File: src/rtl/cpu_ctrl_pkg.sv
// Shared definitions for the decode-stage hazard controller: register address
// width, mul/div occupancy states and the per-stage destination tags.
package cpu_ctrl_pkg;

  localparam int REG_ADDR_W = 5;

  typedef logic [REG_ADDR_W-1:0] reg_addr_t;

  typedef enum logic {
    IDLE = 1'b0,
    BUSY = 1'b1
  } md_state_t;

  // Destination tag carried by the E slot (needs the load flag for interlocks).
  typedef struct packed {
    logic      we;
    reg_addr_t rd;
    logic      load;
  } stage_tag_t;

  // Destination tag for M and W, where only the write target matters.
  typedef struct packed {
    logic      we;
    reg_addr_t rd;
  } wb_tag_t;

  // A source hazards on a destination only if it is really read, is not x0,
  // and the destination is actually written.
  function automatic logic reg_match(input reg_addr_t rs, input logic used,
                                     input reg_addr_t rd, input logic we);
    return used && (rs != '0) && we && (rs == rd);
  endfunction

endpackage

File: src/rtl/decode_hazard_ctrl_if.sv
// Decode-stage instruction fields in, forwarding selects and pipeline
// stall/flush controls out.
interface decode_hazard_ctrl_if;
  import cpu_ctrl_pkg::*;

  logic      D_valid;
  reg_addr_t D_rs1_addr;
  reg_addr_t D_rs2_addr;
  logic      D_rs1_used;
  logic      D_rs2_used;
  reg_addr_t D_rd_addr;
  logic      D_reg_write;
  logic      D_is_load;
  logic      D_is_muldiv;
  logic      E_branch_taken;

  logic      D_rs1_sel;
  logic      D_rs2_sel;
  logic      stall_F;
  logic      stall_D;
  logic      stall_E;
  logic      flush_D;
  logic      flush_E;
  logic      flush_M;
  logic      md_busy;

  // Pipeline side: drives decode fields, consumes controls.
  modport master (
    output D_valid, D_rs1_addr, D_rs2_addr, D_rs1_used, D_rs2_used,
           D_rd_addr, D_reg_write, D_is_load, D_is_muldiv, E_branch_taken,
    input  D_rs1_sel, D_rs2_sel, stall_F, stall_D, stall_E,
           flush_D, flush_E, flush_M, md_busy
  );

  // Hazard controller side.
  modport slave (
    input  D_valid, D_rs1_addr, D_rs2_addr, D_rs1_used, D_rs2_used,
           D_rd_addr, D_reg_write, D_is_load, D_is_muldiv, E_branch_taken,
    output D_rs1_sel, D_rs2_sel, stall_F, stall_D, stall_E,
           flush_D, flush_E, flush_M, md_busy
  );

endinterface

File: src/rtl/md_occupancy_fsm.sv
// Tracks how long a mul/div instruction keeps E occupied. After start_i the
// block stays busy for MD_LAT-1 cycles; done_o marks the last busy cycle.
module md_occupancy_fsm
  import cpu_ctrl_pkg::*;
#(
  parameter int MD_LAT = 4
) (
  input  logic clk,
  input  logic rst_n,
  input  logic start_i,
  output logic busy_o,
  output logic done_o
);

  localparam int              CNT_W    = $clog2(MD_LAT);
  localparam logic [CNT_W-1:0] CNT_LOAD = CNT_W'(MD_LAT - 1);

  md_state_t        state_q, state_d;
  logic [CNT_W-1:0] cnt_q, cnt_d;

  // State and counter registers with synchronous reset.
  // NOTE: sequential state uses non-blocking assignment so every register
  // samples the pre-edge values regardless of statement order.
  always_ff @(posedge clk) begin
    if (!rst_n) begin
      state_q <= IDLE;
      cnt_q   <= '0;
    end else begin
      state_q <= state_d;
      cnt_q   <= cnt_d;
    end
  end

  // Next-state: load the counter on start, count down while busy.
  // NOTE: defaults are assigned first so no path leaves a signal unassigned
  // and no latch is inferred.
  always_comb begin
    state_d = state_q;
    cnt_d   = cnt_q;
    unique case (state_q)
      IDLE: begin
        if (start_i) begin
          state_d = BUSY;
          cnt_d   = CNT_LOAD;
        end
      end
      BUSY: begin
        cnt_d = cnt_q - 1'b1;
        if (cnt_q == CNT_W'(1)) state_d = IDLE;
      end
      default: state_d = IDLE;
    endcase
  end

  assign busy_o = (state_q == BUSY);
  assign done_o = busy_o && (cnt_q == CNT_W'(1));

endmodule

File: src/rtl/decode_hazard_ctrl.sv
// Decode-stage hazard controller: W-stage forwarding selects, load-use
// interlock, mul/div occupancy stalls and taken-branch squash. Keeps a shadow
// of the E/M/W destination tags so it needs nothing from the datapath.
module decode_hazard_ctrl
  import cpu_ctrl_pkg::*;
#(
  parameter int MD_LAT = 4
) (
  input  logic                 clk,
  input  logic                 rst_n,
  decode_hazard_ctrl_if.slave  hz
);

  stage_tag_t e_q, e_d;
  wb_tag_t    m_q, w_q;

  logic md_busy_w, md_done_w, md_start;
  logic load_use;
  logic rs1_sel, rs2_sel;
  logic stall_f, stall_d, stall_e, flush_d, flush_e, flush_m, busy_out;
  logic unused_md_done;

  md_occupancy_fsm #(.MD_LAT(MD_LAT)) u_md_fsm (
    .clk     (clk),
    .rst_n   (rst_n),
    .start_i (md_start),
    .busy_o  (md_busy_w),
    .done_o  (md_done_w)
  );

  // The last-cycle pulse is not needed by this controller.
  assign unused_md_done = md_done_w;

  // Forwarding from W is independent of any stall or flush decision.
  always_comb begin
    rs1_sel = reg_match(hz.D_rs1_addr, hz.D_rs1_used, w_q.rd, w_q.we);
    rs2_sel = reg_match(hz.D_rs2_addr, hz.D_rs2_used, w_q.rd, w_q.we);
  end

  // Prioritised control: mul/div occupancy, branch squash, load-use, advance.
  always_comb begin
    stall_f  = 1'b0;
    stall_d  = 1'b0;
    stall_e  = 1'b0;
    flush_d  = 1'b0;
    flush_e  = 1'b0;
    flush_m  = 1'b0;
    busy_out = 1'b0;
    md_start = 1'b0;
    load_use = hz.D_valid && e_q.load &&
               (reg_match(hz.D_rs1_addr, hz.D_rs1_used, e_q.rd, e_q.we) ||
                reg_match(hz.D_rs2_addr, hz.D_rs2_used, e_q.rd, e_q.we));
    if (md_busy_w) begin
      stall_f  = 1'b1;
      stall_d  = 1'b1;
      stall_e  = 1'b1;
      flush_m  = 1'b1;
      busy_out = 1'b1;
    end else if (hz.E_branch_taken) begin
      flush_d = 1'b1;
      flush_e = 1'b1;
    end else if (load_use) begin
      stall_f = 1'b1;
      stall_d = 1'b1;
      flush_e = 1'b1;
    end else begin
      md_start = hz.D_valid && hz.D_is_muldiv;
    end
  end

  // Tag entering E: a bubble on flush or empty decode; rd=0 never writes.
  always_comb begin
    e_d = '0;
    if (hz.D_valid && !flush_e) begin
      e_d.we   = hz.D_reg_write && (hz.D_rd_addr != '0);
      e_d.rd   = hz.D_rd_addr;
      e_d.load = hz.D_is_load;
    end
  end

  // Shadow pipeline shift; E holds and M takes a bubble while E is stalled.
  // NOTE: only tags are reset; all other state here is control, so a full
  // synchronous clear is cheap and makes the pipeline empty after reset.
  always_ff @(posedge clk) begin
    if (!rst_n) begin
      e_q <= '0;
      m_q <= '0;
      w_q <= '0;
    end else if (stall_e) begin
      m_q <= '0;
      w_q <= m_q;
    end else begin
      e_q <= e_d;
      m_q <= '{we: e_q.we, rd: e_q.rd};
      w_q <= m_q;
    end
  end

  // Every control is forced low while reset is asserted.
  assign hz.D_rs1_sel = rst_n && rs1_sel;
  assign hz.D_rs2_sel = rst_n && rs2_sel;
  assign hz.stall_F   = rst_n && stall_f;
  assign hz.stall_D   = rst_n && stall_d;
  assign hz.stall_E   = rst_n && stall_e;
  assign hz.flush_D   = rst_n && flush_d;
  assign hz.flush_E   = rst_n && flush_e;
  assign hz.flush_M   = rst_n && flush_m;
  assign hz.md_busy   = rst_n && busy_out;

endmodule
File: src/flat_wrapper.sv
// flat-port wrapper written by rule: the top's interface ports become plain ports
module decode_hazard_ctrl_flat import cpu_ctrl_pkg::*;
#(
  parameter int MD_LAT = 4
)
  (clk, rst_n, hz_D_valid, hz_D_rs1_addr, hz_D_rs2_addr, hz_D_rs1_used, hz_D_rs2_used, hz_D_rd_addr, hz_D_reg_write, hz_D_is_load, hz_D_is_muldiv, hz_E_branch_taken, hz_D_rs1_sel, hz_D_rs2_sel, hz_stall_F, hz_stall_D, hz_stall_E, hz_flush_D, hz_flush_E, hz_flush_M, hz_md_busy);
  decode_hazard_ctrl_if hz_i ();
  input  logic clk;
  input  logic rst_n;
  input wire logic [$bits(hz_i.D_valid)-1:0] hz_D_valid;
  input wire logic [$bits(hz_i.D_rs1_addr)-1:0] hz_D_rs1_addr;
  input wire logic [$bits(hz_i.D_rs2_addr)-1:0] hz_D_rs2_addr;
  input wire logic [$bits(hz_i.D_rs1_used)-1:0] hz_D_rs1_used;
  input wire logic [$bits(hz_i.D_rs2_used)-1:0] hz_D_rs2_used;
  input wire logic [$bits(hz_i.D_rd_addr)-1:0] hz_D_rd_addr;
  input wire logic [$bits(hz_i.D_reg_write)-1:0] hz_D_reg_write;
  input wire logic [$bits(hz_i.D_is_load)-1:0] hz_D_is_load;
  input wire logic [$bits(hz_i.D_is_muldiv)-1:0] hz_D_is_muldiv;
  input wire logic [$bits(hz_i.E_branch_taken)-1:0] hz_E_branch_taken;
  output wire logic [$bits(hz_i.D_rs1_sel)-1:0] hz_D_rs1_sel;
  output wire logic [$bits(hz_i.D_rs2_sel)-1:0] hz_D_rs2_sel;
  output wire logic [$bits(hz_i.stall_F)-1:0] hz_stall_F;
  output wire logic [$bits(hz_i.stall_D)-1:0] hz_stall_D;
  output wire logic [$bits(hz_i.stall_E)-1:0] hz_stall_E;
  output wire logic [$bits(hz_i.flush_D)-1:0] hz_flush_D;
  output wire logic [$bits(hz_i.flush_E)-1:0] hz_flush_E;
  output wire logic [$bits(hz_i.flush_M)-1:0] hz_flush_M;
  output wire logic [$bits(hz_i.md_busy)-1:0] hz_md_busy;
  assign hz_i.D_valid = hz_D_valid;
  assign hz_i.D_rs1_addr = hz_D_rs1_addr;
  assign hz_i.D_rs2_addr = hz_D_rs2_addr;
  assign hz_i.D_rs1_used = hz_D_rs1_used;
  assign hz_i.D_rs2_used = hz_D_rs2_used;
  assign hz_i.D_rd_addr = hz_D_rd_addr;
  assign hz_i.D_reg_write = hz_D_reg_write;
  assign hz_i.D_is_load = hz_D_is_load;
  assign hz_i.D_is_muldiv = hz_D_is_muldiv;
  assign hz_i.E_branch_taken = hz_E_branch_taken;
  assign hz_D_rs1_sel = hz_i.D_rs1_sel;
  assign hz_D_rs2_sel = hz_i.D_rs2_sel;
  assign hz_stall_F = hz_i.stall_F;
  assign hz_stall_D = hz_i.stall_D;
  assign hz_stall_E = hz_i.stall_E;
  assign hz_flush_D = hz_i.flush_D;
  assign hz_flush_E = hz_i.flush_E;
  assign hz_flush_M = hz_i.flush_M;
  assign hz_md_busy = hz_i.md_busy;
  decode_hazard_ctrl #(.MD_LAT(MD_LAT)) u_core (.clk(clk), .rst_n(rst_n), .hz(hz_i));
endmodule
File: config.mk
export PLATFORM = sky130hd
export DESIGN_NAME = decode_hazard_ctrl_flat
export DESIGN_NICKNAME = d
export VERILOG_FILES = /design/src/rtl/cpu_ctrl_pkg.sv /design/src/rtl/decode_hazard_ctrl_if.sv /design/src/rtl/md_occupancy_fsm.sv /design/src/rtl/decode_hazard_ctrl.sv /design/src/flat_wrapper.sv
export SDC_FILE = /design/constraint.sdc
export NUM_CORES = 1
export LEC_CHECK = 0
export CAP_MARGIN = 20
export CORE_ASPECT_RATIO = 0.75
export CORE_MARGIN = 5
export CORE_UTILIZATION = 51
export CTS_BUF_LIST = sky130_fd_sc_hd__clkbuf_2
export CTS_CLUSTER_DIAMETER = 150
export DETAILED_ROUTE_END_ITERATION = 7
export HOLD_SLACK_MARGIN = 0.06
export PLACE_DENSITY = 0.85
export RECOVER_POWER = 50
export SYNTH_ARGS = -nofsm -noshare
export SYNTH_HDL_FRONTEND = slang
export SYNTH_SLANG_ARGS = --single-unit
File: constraint.sdc
create_clock -name clk -period 11.4 [get_ports clk]
set_clock_uncertainty 0.15 [all_clocks]
set_input_delay 3.42 -clock clk [delete_from_list [all_inputs] [get_ports clk]]
set_output_delay 3.42 -clock clk [all_outputs]
set_load 0.05 [all_outputs]
==> impl_metrics.env, run 1 <==
export IMPL_ys_seq_elements=22
export IMPL_number_of_primary_i_o_pins=33
export IMPL_timing_final_max_slew_violations=0
export IMPL_final_nets=165
export IMPL_route_final_wire_length_um=2600
export IMPL_number_of_synthesized_flops_with_an_enable_pin=0
export IMPL_layout_worst_path_cycle_share_pct=88.4
export IMPL_period_needed_ns=10.08
export IMPL_internal_power_mw=0.101
export IMPL_cts_num_sinks=22
export IMPL_cts_max_path_buffers=2
export IMPL_design_die_area_mm2=0.00310
export IMPL_initial_core_util_pct=53.0
export IMPL_htree_num_levels=1
export IMPL_hold_path_class="flop to flop"
export IMPL_wire_length_of_the_first_global_routing_pass_um=4130
export IMPL_endpoint_kind="output port"
export IMPL_final_setup_tns_ns=0
export IMPL_rsz0062_at_grt="no"
export IMPL_met3RoutedLength_um=133
export IMPL_main_combinational_cell_family_by_area_after_synthesis="simple AND/OR/NAND/NOR gates"
export IMPL_drt_met1_wl_um=1210
export IMPL_synth_compound_area_share_pct=14.1
export IMPL_clockRootBuffer="sky130_fd_sc_hd__clkbuf_2"
export IMPL_muxShareOfSynthArea_pct=0
export IMPL_synth_area_leaders="sky130_fd_sc_hd__dfxtp_1 42%, sky130_fd_sc_hd__xor2_1 9.9%, sky130_fd_sc_hd__and2_1 8.3%"
export IMPL_met2RoutedLength_um=1210
export IMPL_critical_path_peak_fanout=10
export IMPL_fp_row_count=14
export IMPL_setup_worst_path_start_class="primary input"
export IMPL_final_layout_size_suffix_gt1_share_pct=2.90
export IMPL_final_cell_area_mm2=0.00138
export IMPL_netlist_cell_type_count=30
export IMPL_antenna_found_initial=0
export IMPL_setup_viol=0
export IMPL_first_drt_iteration_drcs=39
export IMPL_clkLatencyLatePin_ns=0.33
export IMPL_synth_area_in_adders_pct=1.18
export IMPL_final_antenna_net_count=0
export IMPL_io_buffers=32
export IMPL_holdBufCountCts=0
export IMPL_switching_share_pct=27.3
export IMPL_worst_slew_pin_slew_ns=0.936
export IMPL_avgRoutedWirePerCell_um=16.0
export IMPL_cts_repair_resize_count=0
export IMPL_mappedNetlistArea_mm2=0.00106
export IMPL_post_dp_cell_area_mm2=0.00138
export IMPL_grt_max_degree=15
export IMPL_synth_xor_area_share_pct=16.5
export IMPL_synthesized_net_count=132
export IMPL_synth_top_flop_cell="sky130_fd_sc_hd__dfxtp_1"
export IMPL_chain_of_cells_forming_the_critical_path="dlygate4sd3_1 -> or4_1 -> o211a_1 -> a32oi_1 -> nor2b_1 -> o21a_1 -> clkdlybuf4s50_1"
export IMPL_critical_path_top_delay_family="buffers and inverters"
export IMPL_irDropWorstVdd_v=0.0000975
export IMPL_cpPeakStageDelay_ns=0.71
export IMPL_run_status="complete, no violations"
export IMPL_ys_seq_area_share_pct=41.6
export IMPL_grt_overflow=0
export IMPL_global_route_usage_total_pct=17.0
export IMPL_clk_transition_reported_paths_ns=0.17
export IMPL_yosys_area_top_type_share_pct=41.6
export IMPL_vias=898
export IMPL_path_buf_inv=2
export IMPL_crit_slowest_cell="sky130_fd_sc_hd__a32oi_1"
export IMPL_fp_coreArea_mm2=0.00200
export IMPL_cts_tree="built"
export IMPL_maxSlewHeadroom_pct=37.6
export IMPL_max_freq_mhz=99.2
export IMPL_cap_violations=0
export IMPL_power_share_clock_pct=21.4
export IMPL_post_synth_top_area_cell="sky130_fd_sc_hd__dfxtp_1"
export IMPL_drt_drc_violations_left=0
export IMPL_seq_power_share_pct=58.6
export IMPL_leakagePower_nw=0.528
export IMPL_routed_via_density=5.54
export IMPL_pwr_density_cell_mw_per_mm2=100
export IMPL_hold_viol=0
export IMPL_floorplan_die_height_um=49.5
export IMPL_fin_cells=162
export IMPL_dp_hpwl_um=2050
export IMPL_share_of_total_power_in_combinational_logic_pct=20.1
export IMPL_detail_route_first_pass_iterations=4
export IMPL_number_of_global_route_vias_before_repair=879
export IMPL_synth_simple_gate_area_share_pct=23.0
export IMPL_synth_top_cells_by_count="22 x sky130_fd_sc_hd__dfxtp_1, 14 x sky130_fd_sc_hd__and2_1, 12 x sky130_fd_sc_hd__xor2_1"
export IMPL_top_layer="met4"
export IMPL_postSynthCellCount=107
export IMPL_syn_to_final_growth_pct=30.3
export IMPL_floorplan_die_width_um=62.6
export IMPL_total_switching_power_mw=0.0378
export IMPL_async_reset_ff_share_pct=0
export IMPL_numPlacedInstances=159
export IMPL_cts_post_setup_buffers_inserted=0
export IMPL_num_fill_cells=158
export IMPL_tritoncts_num_buffers=3
export IMPL_gp_congestion=0.925
export IMPL_diodes=0
export IMPL_worstPathArrival_ns=6.51
export IMPL_number_of_warnings_issued_by_yosys=0
export IMPL_most_used_standard_cell_by_instance_count_after_synthesis="sky130_fd_sc_hd__dfxtp_1"
export IMPL_timing_worst_setup_path_type="primary input to output port"
export IMPL_synth_avg_cell_area_um2=9.89
export IMPL_worst_endpoint_required_ns=7.83
[power by group through the flow]
| stage | Sequential, mW | Clock, mW | Combinational, mW |
|---|---|---|---|
| global placement | 0.0826 | 0 | 0.0272 |
| global route | 0.0814 | 0.0337 | 0.0299 |
| floorplan | 0.0821 | 0 | 0.0142 |
| finish | 0.0811 | 0.0296 | 0.0278 |
| CTS | 0.0811 | 0.0300 | 0.0282 |
| detailed placement | 0.0827 | 0 | 0.0281 |
[placed cells by master (no fill, tap or decap), types with 2 or more instances in the layout]
master and count:
sky130_fd_sc_hd__dfxtp_1 22, sky130_fd_sc_hd__clkbuf_2 3, sky130_fd_sc_hd__xnor2_1 8, sky130_fd_sc_hd__nand4_1 2, sky130_fd_sc_hd__nand2_1 7, sky130_fd_sc_hd__or4_1 2, sky130_fd_sc_hd__and2_1 7, sky130_fd_sc_hd__nor2b_1 2
sky130_fd_sc_hd__nor4_1 4, sky130_fd_sc_hd__nand3_1 3, sky130_fd_sc_hd__inv_1 2, sky130_fd_sc_hd__and2_0 7, sky130_fd_sc_hd__clkdlybuf4s50_1 30, sky130_fd_sc_hd__dlygate4sd3_1 2, sky130_fd_sc_hd__nor2_1 4, sky130_fd_sc_hd__xor2_1 12
sky130_fd_sc_hd__a32o_1 6
[sequential cells by signal, indices dropped and copies added, names as in the netlist]
register                count
u_core.m_q                  6
u_core.u_md_fsm.cnt_q       2
u_core.u_md_fsm.busy_o      1
u_core.w_q                  6
u_core.e_q                  7
[stage by stage]
step / worst slack [ns] / power (mW) / hold slack [ns] / util, %
floorplan: 2.65 / 0.0963 / 0.262 / -
global placement: 1.85 / 0.110 / 0.264 / 69.2
detailed placement: 1.81 / 0.111 / 0.269 / 69.2
CTS: 1.81 / 0.139 / 0.312 / 70.0
global route: 1.16 / 0.145 / 0.336 / 69.0
finish: 1.32 / 0.138 / 0.310 / 69.0
[worst paths after layout]
kind / startpoint / to / slack, ns / depth (start not counted)
setup / recovery: hz_D_rs2_addr[0] / hz_flush_E / 1.32 / 7
hold / removal: u_core.m_q[4] / u_core.w_q[4] / 0.31 / 1
setup reg to reg: u_core.e_q[3] / u_core.u_md_fsm.cnt_q[1] / 9.35 / 5
hold reg to reg: u_core.m_q[4] / u_core.w_q[4] / 0.31 / 1
[layout make-up]
cell class	instances	area, um2	area share, %
inverter	3	11.3	0.817
tap	24	30.0	2.18
multi-input combinational	78	562	40.7
clock buffer	3	15.0	1.09
sequential	22	440	31.9
timing repair buffer	32	320	23.2
[kinds of logic (layout without fill, tap and decap cells)]
kind of cell	after synthesis	in the layout
DFF	22	22
xor gates and xnor gates	20	20
adders and majority gates	1	1
buffers and inverters	7	38
AOI/OAI and AO/OA	16	16
and+or+nand+nor	41	41
[metal layers]
| layer | up-vias | track usage (%) |
|---|---|---|
| met4 | 0 | 5.30 |
| li1 | 440 | - |
| met3 | 6 | 5.68 |
| met5 | - | 0 |
| met1 | 419 | 21.3 |
| met2 | 33 | 27.6 |
No activity file was read; power rests on OpenSTA's default activity.
==> run 2, diff against run 1 <==
Settings changed: CTS_CLUSTER_SIZE from default to 24, SLEW_MARGIN from default to 20.
==> results of run 2 <==
Final layout, timing and power as in run 1 (identical DEF).
==> run 3, diff against run 2 <==
Settings changed: PLACE_DENSITY 0.85 to 0.86, SYNTH_HIERARCHICAL from default to 1.
==> impl_metrics.env, run 3 <==
export IMPL_run_status="complete, no violations"
export IMPL_endpoint_kind="output port"
export IMPL_clockRootBuffer="sky130_fd_sc_hd__clkbuf_2"
export IMPL_first_drt_iteration_drcs=21
export IMPL_fin_cells=159
export IMPL_clk_transition_reported_paths_ns=0.18
export IMPL_clkLatencyLatePin_ns=0.33
export IMPL_crit_slowest_cell="sky130_fd_sc_hd__clkdlybuf4s50_1"
export IMPL_fp_coreArea_mm2=0.00198
export IMPL_mappedNetlistArea_mm2=0.00104
export IMPL_cts_repair_resize_count=0
export IMPL_cts_max_path_buffers=2
export IMPL_holdBufCountCts=0
export IMPL_worst_slew_pin_slew_ns=0.544
export IMPL_cap_violations=0
export IMPL_number_of_global_route_vias_before_repair=885
export IMPL_internal_power_mw=0.124
export IMPL_timing_rr_end="u_core/u_md_fsm/cnt_q[0]"
export IMPL_maxSlewHeadroom_pct=63.6
export IMPL_timing_final_max_slew_violations=0
export IMPL_share_of_total_power_in_combinational_logic_pct=17.0
export IMPL_chain_of_cells_forming_the_critical_path="clkdlybuf4s50_1 -> or4_4 -> o21ai_2 -> nor4_2 -> nor2_4 -> o21bai_1 -> clkdlybuf4s50_1"
export IMPL_pwr_density_cell_mw_per_mm2=115
export IMPL_period_needed_ns=9.42
export IMPL_worst_endpoint_required_ns=7.83
export IMPL_final_cell_mix="31 x sky130_fd_sc_hd__clkdlybuf4s50_1, 22 x sky130_fd_sc_hd__dfxtp_1, 16 x sky130_fd_sc_hd__xnor2_1"
export IMPL_synth_avg_cell_area_um2=10.0
export IMPL_switching_share_pct=23.2
export IMPL_syn_to_final_growth_pct=35.0
export IMPL_grt_overflow=0
export IMPL_routed_via_density=5.41
export IMPL_leakagePower_nw=0.484
export IMPL_floorplan_die_height_um=49.2
export IMPL_timing_hold_worst_path_depth=1
export IMPL_fp_row_count=14
export IMPL_cts_num_sinks=22
export IMPL_final_nets=161
export IMPL_avgRoutedWirePerCell_um=14.7
export IMPL_numPlacedInstances=155
export IMPL_htree_num_levels=1
export IMPL_largest_register_by_flop_count="u_core/e_q"
export IMPL_worst_path_most_repeated_cell="sky130_fd_sc_hd__clkdlybuf4s50_1"
export IMPL_synthesized_net_count=129
export IMPL_antenna_found_initial=0
export IMPL_most_common_cell_after_layout_fill_and_taps_aside="sky130_fd_sc_hd__clkdlybuf4s50_1"
export IMPL_vias=860
export IMPL_largest_reg_flops=7
export IMPL_rsz0062_at_grt="no"
export IMPL_layout_worst_path_cycle_share_pct=82.6
export IMPL_grt_max_degree=14
export IMPL_io_buffers=32
export IMPL_hold_path_class="flop to flop"
export IMPL_diodes=0
export IMPL_design_die_area_mm2=0.00306
export IMPL_postSynthCellCount=104
export IMPL_route_final_wire_length_um=2340
export IMPL_post_layout_total_power_mw=0.162
export IMPL_hold_viol=0
export IMPL_wire_length_of_the_first_global_routing_pass_um=4130
export IMPL_worstPathArrival_ns=5.85
export IMPL_cts_post_setup_buffers_inserted=0
export IMPL_num_fill_cells=168
export IMPL_initial_core_util_pct=52.7
export IMPL_floorplan_die_width_um=62.2
export IMPL_final_layout_size_suffix_gt1_share_pct=5.93
export IMPL_power_share_clock_pct=32.8
export IMPL_max_freq_mhz=106
export IMPL_gp_congestion=0.868
export IMPL_largestRegisters="u_core/e_q (7), u_core/m_q (6), u_core/w_q (6)"
export IMPL_critical_path_peak_fanout=10
export IMPL_launch_instance_of_the_worst_register_to_register_path="u_core/e_q[2]"
export IMPL_final_antenna_net_count=0
export IMPL_total_switching_power_mw=0.0375
export IMPL_global_route_usage_total_pct=17.0
export IMPL_timing_worst_setup_path_type="primary input to output port"
export IMPL_worst_hold_path_endpoint="u_core/w_q[5]"
export IMPL_hp_start="u_core/m_q[5]"
export IMPL_rr_worst_depth=7
export IMPL_seq_power_share_pct=50.2
export IMPL_cts_tree="built"
export IMPL_number_of_warnings_issued_by_yosys=6
export IMPL_dp_hpwl_um=1830
export IMPL_cpPeakStageDelay_ns=0.72
export IMPL_detail_route_first_pass_iterations=4
export IMPL_setup_viol=0
export IMPL_number_of_primary_i_o_pins=33
export IMPL_tritoncts_num_buffers=3
export IMPL_drt_drc_violations_left=0
export IMPL_setup_worst_path_start_class="primary input"
export IMPL_final_setup_tns_ns=0
export IMPL_irDropWorstVdd_v=0.0000841
export IMPL_worst_r2r_setup_slack_ns=9.37
[run 3: cell type report]
cell class	instances	area, um2	share of cell area (%)
Clock inverter	1	30.0	2.13
Multi-Input combinational cell	75	566	40.1
Inverter	2	7.51	0.533
Timing Repair Buffer	32	320	22.7
Tap cell	24	30.0	2.13
Clock buffer	3	15.0	1.07
Sequential cell	22	440	31.3
[run 3: worst max-delay path by stage]
stage / start / to / slack [ns]
detailed placement: hz_D_rs1_addr[2] / hz_stall_F / 2.00
floorplan: hz_D_rs1_addr[1] / hz_stall_F / 2.54
finish: hz_D_rs2_addr[1] / hz_stall_F / 1.98
global placement: hz_D_rs2_addr[1] / hz_stall_F / 2.02
CTS: hz_D_rs1_addr[4] / hz_stall_F / 1.97
global route: rst_n / hz_flush_E / 1.82
[run 3: worst max-delay path, delay by kind of cell]
kind	cells	cell delay, ns
AOI/OAI and AO/OA	2	0.30
buffers and inverters	2	1.23
and+or+nand+nor	3	0.90
[run 3: routing by layer]
layer | up-vias | GRT usage [%] | part of all wire, %
li1 | 426 | - | -
met1 | 396 | 23.2 | 51
met2 | 34 | 24.3 | 42
met3 | 4 | 5.76 | 6.7
met4 | 0 | 6.86 | 0.85
met5 | - | 0 | 0
[run 3: stage by stage]
stage / setup slack [ns] / util, % / instance area [um2] / hold slack (ns)
global placement: 2.02 / 68.9 / 1360 / 0.264
global route: 1.82 / 71.2 / 1410 / 0.339
detailed placement: 2.00 / 68.9 / 1360 / 0.272
finish: 1.98 / 71.2 / 1410 / 0.308
CTS: 1.97 / 71.2 / 1410 / 0.313
floorplan: 2.54 / - / 1040 / 0.262
[run 3: power groups by stage]
stage | combinational [mW] | sequential [mW] | clock, mW
after floorplan | 0.0143 | 0.0823 | 0
after global placement | 0.0271 | 0.0827 | 0
after detailed placement | 0.0276 | 0.0828 | 0
after CTS | 0.0278 | 0.0813 | 0.0550
after global routing | 0.0298 | 0.0818 | 0.0595
final | 0.0275 | 0.0813 | 0.0531
